--- src/rtl/acq_pkg.sv ---
// Shared definitions for the acquisition sequencer: state encoding,
// datapath widths and the address stride of the acquisition FSM writes.
package acq_pkg;

    localparam int SAMPLE_W  = 24;
    localparam int ADDR_W    = 32;
    localparam int TIMEOUT_W = 32;
    localparam int WORD_W    = 32;

    // Byte distance between consecutive acquisition writes.
    localparam logic [ADDR_W-1:0] ADDR_STRIDE = 32'd4;

    typedef enum logic [1:0] {
        ST_IDLE   = 2'd0,
        ST_ARM    = 2'd1,
        ST_RUN    = 2'd2,
        ST_FINISH = 2'd3
    } acq_state_e;

endpackage

--- src/rtl/acq_watchdog.sv ---
// Inter-write watchdog: counts cycles while enabled, restarts on clear,
// and flags expiry when the count equals a non-zero limit.
module acq_watchdog
    import acq_pkg::*;
(
    input  logic                 clk,
    input  logic                 rst,
    input  logic                 clear,
    input  logic                 enable,
    input  logic [TIMEOUT_W-1:0] limit,
    output logic                 expired
);

    logic [TIMEOUT_W-1:0] count_reg;

    // Cycle counter; clear has priority over counting.
    always_ff @(posedge clk or posedge rst) begin
        if (rst) begin
            count_reg <= '0;
        end else if (clear) begin
            count_reg <= '0;
        end else if (enable) begin
            count_reg <= count_reg + TIMEOUT_W'(1);
        end
    end

    // A limit of zero disables the watchdog entirely.
    assign expired = (limit != '0) && (count_reg == limit);

endmodule

--- src/rtl/acq_sequencer.sv ---
// Acquisition sequencer: arms the acquisition FSM, tracks its writes into
// samples and repetitions, and reports completion, abort and watchdog errors.
module acq_sequencer
    import acq_pkg::*;
(
    input  logic                 clk,
    input  logic                 rst,
    input  logic                 start,
    input  logic                 abort,
    input  logic [SAMPLE_W-1:0]  cfg_samples,
    input  logic [SAMPLE_W-1:0]  cfg_reps,
    input  logic [TIMEOUT_W-1:0] cfg_timeout,
    input  logic                 fsm_write_enable,
    input  logic [ADDR_W-1:0]    fsm_write_address,
    output logic                 sniff_trig,
    output logic [SAMPLE_W-1:0]  max_sample_cnt,
    output logic [SAMPLE_W-1:0]  max_repetition_cnt,
    output logic                 busy,
    output logic                 done,
    output logic                 aborted,
    output logic                 err_timeout,
    output logic [WORD_W-1:0]    words_written,
    output logic [ADDR_W-1:0]    last_address
);

    acq_state_e            state_reg;
    logic [SAMPLE_W-1:0]   max_sample_reg;
    logic [SAMPLE_W-1:0]   max_rep_reg;
    logic [TIMEOUT_W-1:0]  timeout_reg;
    logic [SAMPLE_W-1:0]   sample_cnt_reg;
    logic [SAMPLE_W-1:0]   rep_cnt_reg;
    logic                  sniff_reg;
    logic                  busy_reg;
    logic                  done_reg;
    logic                  aborted_reg;
    logic                  err_reg;
    logic [WORD_W-1:0]     words_reg;
    logic [ADDR_W-1:0]     last_addr_reg;

    logic wd_clear;
    logic wd_enable;
    logic wd_expired;

    // The watchdog only runs in RUN; outside RUN it is held clear so that
    // it always starts from zero on entry, and each write restarts it.
    assign wd_clear  = (state_reg != ST_RUN) || fsm_write_enable;
    assign wd_enable = (state_reg == ST_RUN);

    acq_watchdog u_watchdog (
        .clk     (clk),
        .rst     (rst),
        .clear   (wd_clear),
        .enable  (wd_enable),
        .limit   (timeout_reg),
        .expired (wd_expired)
    );

    // Sequencer FSM with all status outputs registered.
    always_ff @(posedge clk or posedge rst) begin
        if (rst) begin
            state_reg      <= ST_IDLE;
            max_sample_reg <= '0;
            max_rep_reg    <= '0;
            timeout_reg    <= '0;
            sample_cnt_reg <= '0;
            rep_cnt_reg    <= '0;
            sniff_reg      <= 1'b0;
            busy_reg       <= 1'b0;
            done_reg       <= 1'b0;
            aborted_reg    <= 1'b0;
            err_reg        <= 1'b0;
            words_reg      <= '0;
            last_addr_reg  <= '0;
        end else begin
            case (state_reg)
                ST_IDLE: begin
                    sniff_reg <= 1'b0;
                    if (start) begin
                        // Configuration is captured here so later cfg_*
                        // changes cannot disturb the run in progress.
                        max_sample_reg <= cfg_samples;
                        max_rep_reg    <= cfg_reps;
                        timeout_reg    <= cfg_timeout;
                        sample_cnt_reg <= '0;
                        rep_cnt_reg    <= '0;
                        done_reg       <= 1'b0;
                        aborted_reg    <= 1'b0;
                        err_reg        <= 1'b0;
                        words_reg      <= '0;
                        busy_reg       <= 1'b1;
                        if (cfg_reps != '0) begin
                            state_reg <= ST_ARM;
                            sniff_reg <= 1'b1;
                        end else begin
                            state_reg <= ST_FINISH;
                        end
                    end
                end

                ST_ARM: begin
                    sniff_reg <= 1'b0;
                    if (abort) begin
                        state_reg   <= ST_IDLE;
                        aborted_reg <= 1'b1;
                        busy_reg    <= 1'b0;
                    end else begin
                        state_reg <= ST_RUN;
                    end
                end

                ST_RUN: begin
                    // Abort outranks a watchdog expiry, which outranks the
                    // write that would otherwise complete the run.
                    if (abort) begin
                        state_reg   <= ST_IDLE;
                        aborted_reg <= 1'b1;
                        busy_reg    <= 1'b0;
                    end else if (wd_expired) begin
                        state_reg <= ST_IDLE;
                        err_reg   <= 1'b1;
                        busy_reg  <= 1'b0;
                    end else if (fsm_write_enable) begin
                        words_reg     <= words_reg + WORD_W'(1);
                        last_addr_reg <= fsm_write_address;
                        // Comparing against max (not max+1) avoids overflow
                        // when max_sample_cnt is all ones.
                        if (sample_cnt_reg == max_sample_reg) begin
                            sample_cnt_reg <= '0;
                            rep_cnt_reg    <= rep_cnt_reg + SAMPLE_W'(1);
                            if ((rep_cnt_reg + SAMPLE_W'(1)) == max_rep_reg) begin
                                state_reg <= ST_FINISH;
                            end
                        end else begin
                            sample_cnt_reg <= sample_cnt_reg + SAMPLE_W'(1);
                        end
                    end
                end

                ST_FINISH: begin
                    done_reg  <= 1'b1;
                    busy_reg  <= 1'b0;
                    state_reg <= ST_IDLE;
                end

                default: begin
                    state_reg <= ST_IDLE;
                    busy_reg  <= 1'b0;
                    sniff_reg <= 1'b0;
                end
            endcase
        end
    end

    // The arm pulse is suppressed combinationally by an abort in the same
    // ARM cycle, so a cancelled run never triggers the acquisition FSM.
    assign sniff_trig         = sniff_reg & ~abort;
    assign max_sample_cnt     = max_sample_reg;
    assign max_repetition_cnt = max_rep_reg;
    assign busy               = busy_reg;
    assign done               = done_reg;
    assign aborted            = aborted_reg;
    assign err_timeout        = err_reg;
    assign words_written      = words_reg;
    assign last_address       = last_addr_reg;

endmodule
--- config.mk ---
export PLATFORM = sky130hd
export DESIGN_NAME = acq_sequencer
export DESIGN_NICKNAME = d
export VERILOG_FILES = /design/src/rtl/acq_pkg.sv /design/src/rtl/acq_watchdog.sv /design/src/rtl/acq_sequencer.sv
export SDC_FILE = /design/constraint.sdc
export NUM_CORES = 1
export LEC_CHECK = 0
export ABC_AREA = 1
export BUFFER_PORTS_ARGS = -buffer_cell sky130_fd_sc_hd__buf_2
export CORE_MARGIN = 8
export CORE_UTILIZATION = 30
export CTS_CLUSTER_DIAMETER = 150
export DETAILED_ROUTE_END_ITERATION = 8
export GPL_TIMING_DRIVEN = 1
export PLACE_DENSITY = 0.54
export REMOVE_ABC_BUFFERS = 1
export SYNTH_ARGS = -nofsm -noshare
export SYNTH_HDL_FRONTEND = slang
export SYNTH_SLANG_ARGS = --single-unit
--- constraint.sdc ---
create_clock -name clk -period 8.3 [get_ports clk]
set_clock_uncertainty 0.05 [all_clocks]
set_input_delay 0.415 -clock clk [delete_from_list [all_inputs] [get_ports clk]]
set_output_delay 0.415 -clock clk [all_outputs]
set_load 0.02 [all_outputs]
==> impl_results.md <==
* Status: finished, final reports clean
* R2R Path Start: state_reg[0]$_DFFE_PP0P_
* Antenna violations before repair at 1
* RSZ-0062 raised after global routing: no
* Critical Path, Cell by Cell: inv_1 -> ha_2 -> clkinv_1 -> a211oi_1 -> nand2_2 -> nor2_4 -> inv_2 -> and3_1
* Critical path's slowest cell: clkinv_1
* Final hold viol count at 0
* DR WL/cell at 15.9 um
* Postcts setup bufs at 0
* Count leader, synth: nand2_1
* Synth Flop Type: dfrtp_1
* Ports at 234
* Drt drc at 0
* Max Cap Violations at 0
* Cell taking the most area after synthesis: dfrtp_1
* Period minus WS final at ~5.5 ns
* Power, Total at about 4.7 mW
* Post-synth ARST share at 100%
* Htree depth at 1
* Required @ worst endpoint at between 8 and 9 ns
* Number of synthesis warnings at 0
* Die Wd at 224 um
* Share of cells above drive strength 1 at 17.1%
* Hold EP: max_repetition_cnt[11]$_DFFE_PP0P_
* Syn Area/Cell at approximately 7.4 um^2
* Hold path depth at 3
* Unique masters post-synth at 48
* Synth top area share at between 40% and 50%
* Ant diodes at 0
* Number of global-route vias before repair at 12.4k
* Synthesis-stage register bit count at between 200 and 250
* Max Freq at between 150 and 200 MHz
* Gr usage total at between 10% and 20%
* Area Growth Syn to Fin at 26.8%
* Seq/Total Area, Yosys at approximately 44%
* Max Root-Sink Buffers at 3
* Main area contributors after synthesis: dfrtp_1, nand2_1, o21ai_0
* Initial cell density of the core at between 30 and 40%
* FP Rows at 76
* Worst setup SP type: flop
* Sink Count at 231
* Critical path type: reg -> reg
* CP max FO at 57
* FILL cells at 4,542
* Critical Path AT at 5.94 ns
* CP startpoint: state_reg[0]$_DFFE_PP0P_
* Crit. End Element: flop
* Die height at between 200 and 250 um
* Cell Area, Synth at roughly 13,000 um^2
* Port buffer count at between 200 and 250
* Worst slew pin tran at roughly 1.1 ns
* Synth top cells by count: nand2_1, dfrtp_1, inv_1, o21ai_0, nor2_1
* WHS at a little under 0.03 ns
* Final net count at about 2.2k
* Drt via density at approximately 4.7
* Flop-to-flop setup slack at 2.77 ns
* Core area at about 43,000 um^2
* R2r worst-path depth at 8
* Fin crit share at around two thirds
* DRT Pass-1 Iters at 5
* Hold path startpoint: cfg_reps[11]
* EDFF count, synth at 0
* Pin count of the biggest net entering global routing at between 100 and 150
* Fin. max-slew vios at 0
* Clock-pin slew on the worst setup and hold paths at roughly 0.06 ns
* Util after Layout at a little under two fifths
* Final count of negative-setup-slack endpoints at 0
* HPWL after DPL at 30.7 mm
* Setup TNS at 0 ns
* Via count at 12.5k
* Relative slew slack at between 20% and 30%
* Routed Antenna Nets at 0
* WL final at about 42 mm
* Cts bufs inserted at 29
* First-pass GRT wire length at about 67 mm
* CTS tree: built
* Cell Pwr Density at approximately 290 nW/um^2
* DR iter-0 viols at between 800 and 900
* Reg2reg end: sample_cnt_reg[19]$_DFFE_PP0P_
* Max VDD drop at roughly 0.16 mV
* Clock Latency Late Sink at 0.57 ns
* Leak at 7.92 nW
* GP Congestion at around 0.91
* Hold/Removal Path Class: in -> reg
* Grt ovf at 0
* Clk Tree Root Cell: clkbuf_16
* Crit-path max cell delay at between 1 and 1.5 ns
* Die area at 50,300 um^2
* Syn Inst Count at 1,750
[where the power goes]
| part | internal, mW | leakage [nW] | switching [mW] |
|---|---|---|---|
| sequential | 1.42 | 3.06 | 0.279 |
| clock | 0.825 | 0.486 | 0.510 |
| combinational | 0.513 | 4.38 | 1.18 |
| total | 2.76 | 7.92 | 1.97 |
[what timing repair did]
action / in CTS / in global routing
endpoints found under the hold margin: 103 / 0
resized for setup: 0 / 0
hold buffers: 77 / 0
[metrics by stage]
step	setup slack, ns	instances	instance area [um^2]
global route	2.24	2650	16500
floorplan	1.50	1695	12800
global placement	2.73	2520	14700
CTS	2.60	2650	16500
finish	2.77	2650	16500
detailed placement	2.63	2520	14700
[worst max path at each step]
stage / endpoint / slack (ns)
after CTS: sample_cnt_reg[19]$_DFFE_PP0P_ / 2.60
after global placement: sample_cnt_reg[19]$_DFFE_PP0P_ / 2.73
after detailed placement: sample_cnt_reg[19]$_DFFE_PP0P_ / 2.63
final: sample_cnt_reg[19]$_DFFE_PP0P_ / 2.77
after global routing: sample_cnt_reg[19]$_DFFE_PP0P_ / 2.24
after floorplan: aborted$_DFFE_PP0P_ / 1.50
[layout by cell type (no fill, tap or decap), drive strengths merged]
| master | synthesis | routed |
|---|---|---|
| nand3 | 82 | 82 |
| nor4b | 1 | 1 |
| dfrtp | 231 | 231 |
| dlygate4sd3 | 0 | 77 |
| buf | 18 | 240 |
| xnor2 | 18 | 18 |
| o21ai | 157 | 157 |
| nand4 | 54 | 54 |
| a21oi | 28 | 28 |
| nand3b | 9 | 9 |
| clkinv | 2 | 6 |
| nor4 | 17 | 17 |
| o21a | 1 | 1 |
| inv | 179 | 181 |
| nor2 | 169 | 169 |
| a22o | 1 | 1 |
| clkbuf | 37 | 42 |
| o22ai | 1 | 1 |
| a31oi | 1 | 1 |
| nand2 | 586 | 586 |
| nor3b | 3 | 3 |
| nor3 | 54 | 54 |
| xnor3 | 1 | 1 |
| xor2 | 59 | 59 |
| o31ai | 22 | 22 |
| a211oi | 2 | 2 |
| and3 | 1 | 1 |
| ha | 8 | 8 |
| a21boi | 1 | 1 |
| bufinv | 0 | 5 |
| o21bai | 1 | 1 |
| or2 | 5 | 5 |
| xor3 | 1 | 1 |
[cells by family (layout without fill, tap and decap cells)]
kind of cell               count (synthesis)  in the layout  share of synthesized area [%]
xor gates and xnor gates                  79             79                           5.54
buffers and inverters                    236            551                           7.11
adders and majority gates                  8              8                          0.769
and+or+nand+nor                          981            981                           33.2
AOI/OAI and AO/OA                        215            215                           8.93
DFF                                      231            231                           44.4
[layer usage]
layer  wire length [um]  track usage [%]
met2              19400             26.9
met4                888             3.65
met5                 13                0
met3               2450             3.37
met1              19500             21.9
[worst max-delay path: cells and delay by family, from the launching register on]
kind                     cells  cell delay, ns
buffers and inverters        3            1.56
AND/OR/NAND/NOR              3            1.96
AO/OA/AOI/OAI                1            0.54
flip-flops                   1            0.41
adder cells (fa/ha/maj)      1            0.88
[cell type report]
type	instances	area (um^2)	area share, %
clock buffers	42	805	4.88
clock inverters	11	188	1.14
inverters	181	687	4.17
multi-input cells	1283	6310	38.3
flip-flops and latches	231	5780	35.1
well taps	585	732	4.44
repair buffers	317	1990	12.1
(Power assumes the default switching activity.)
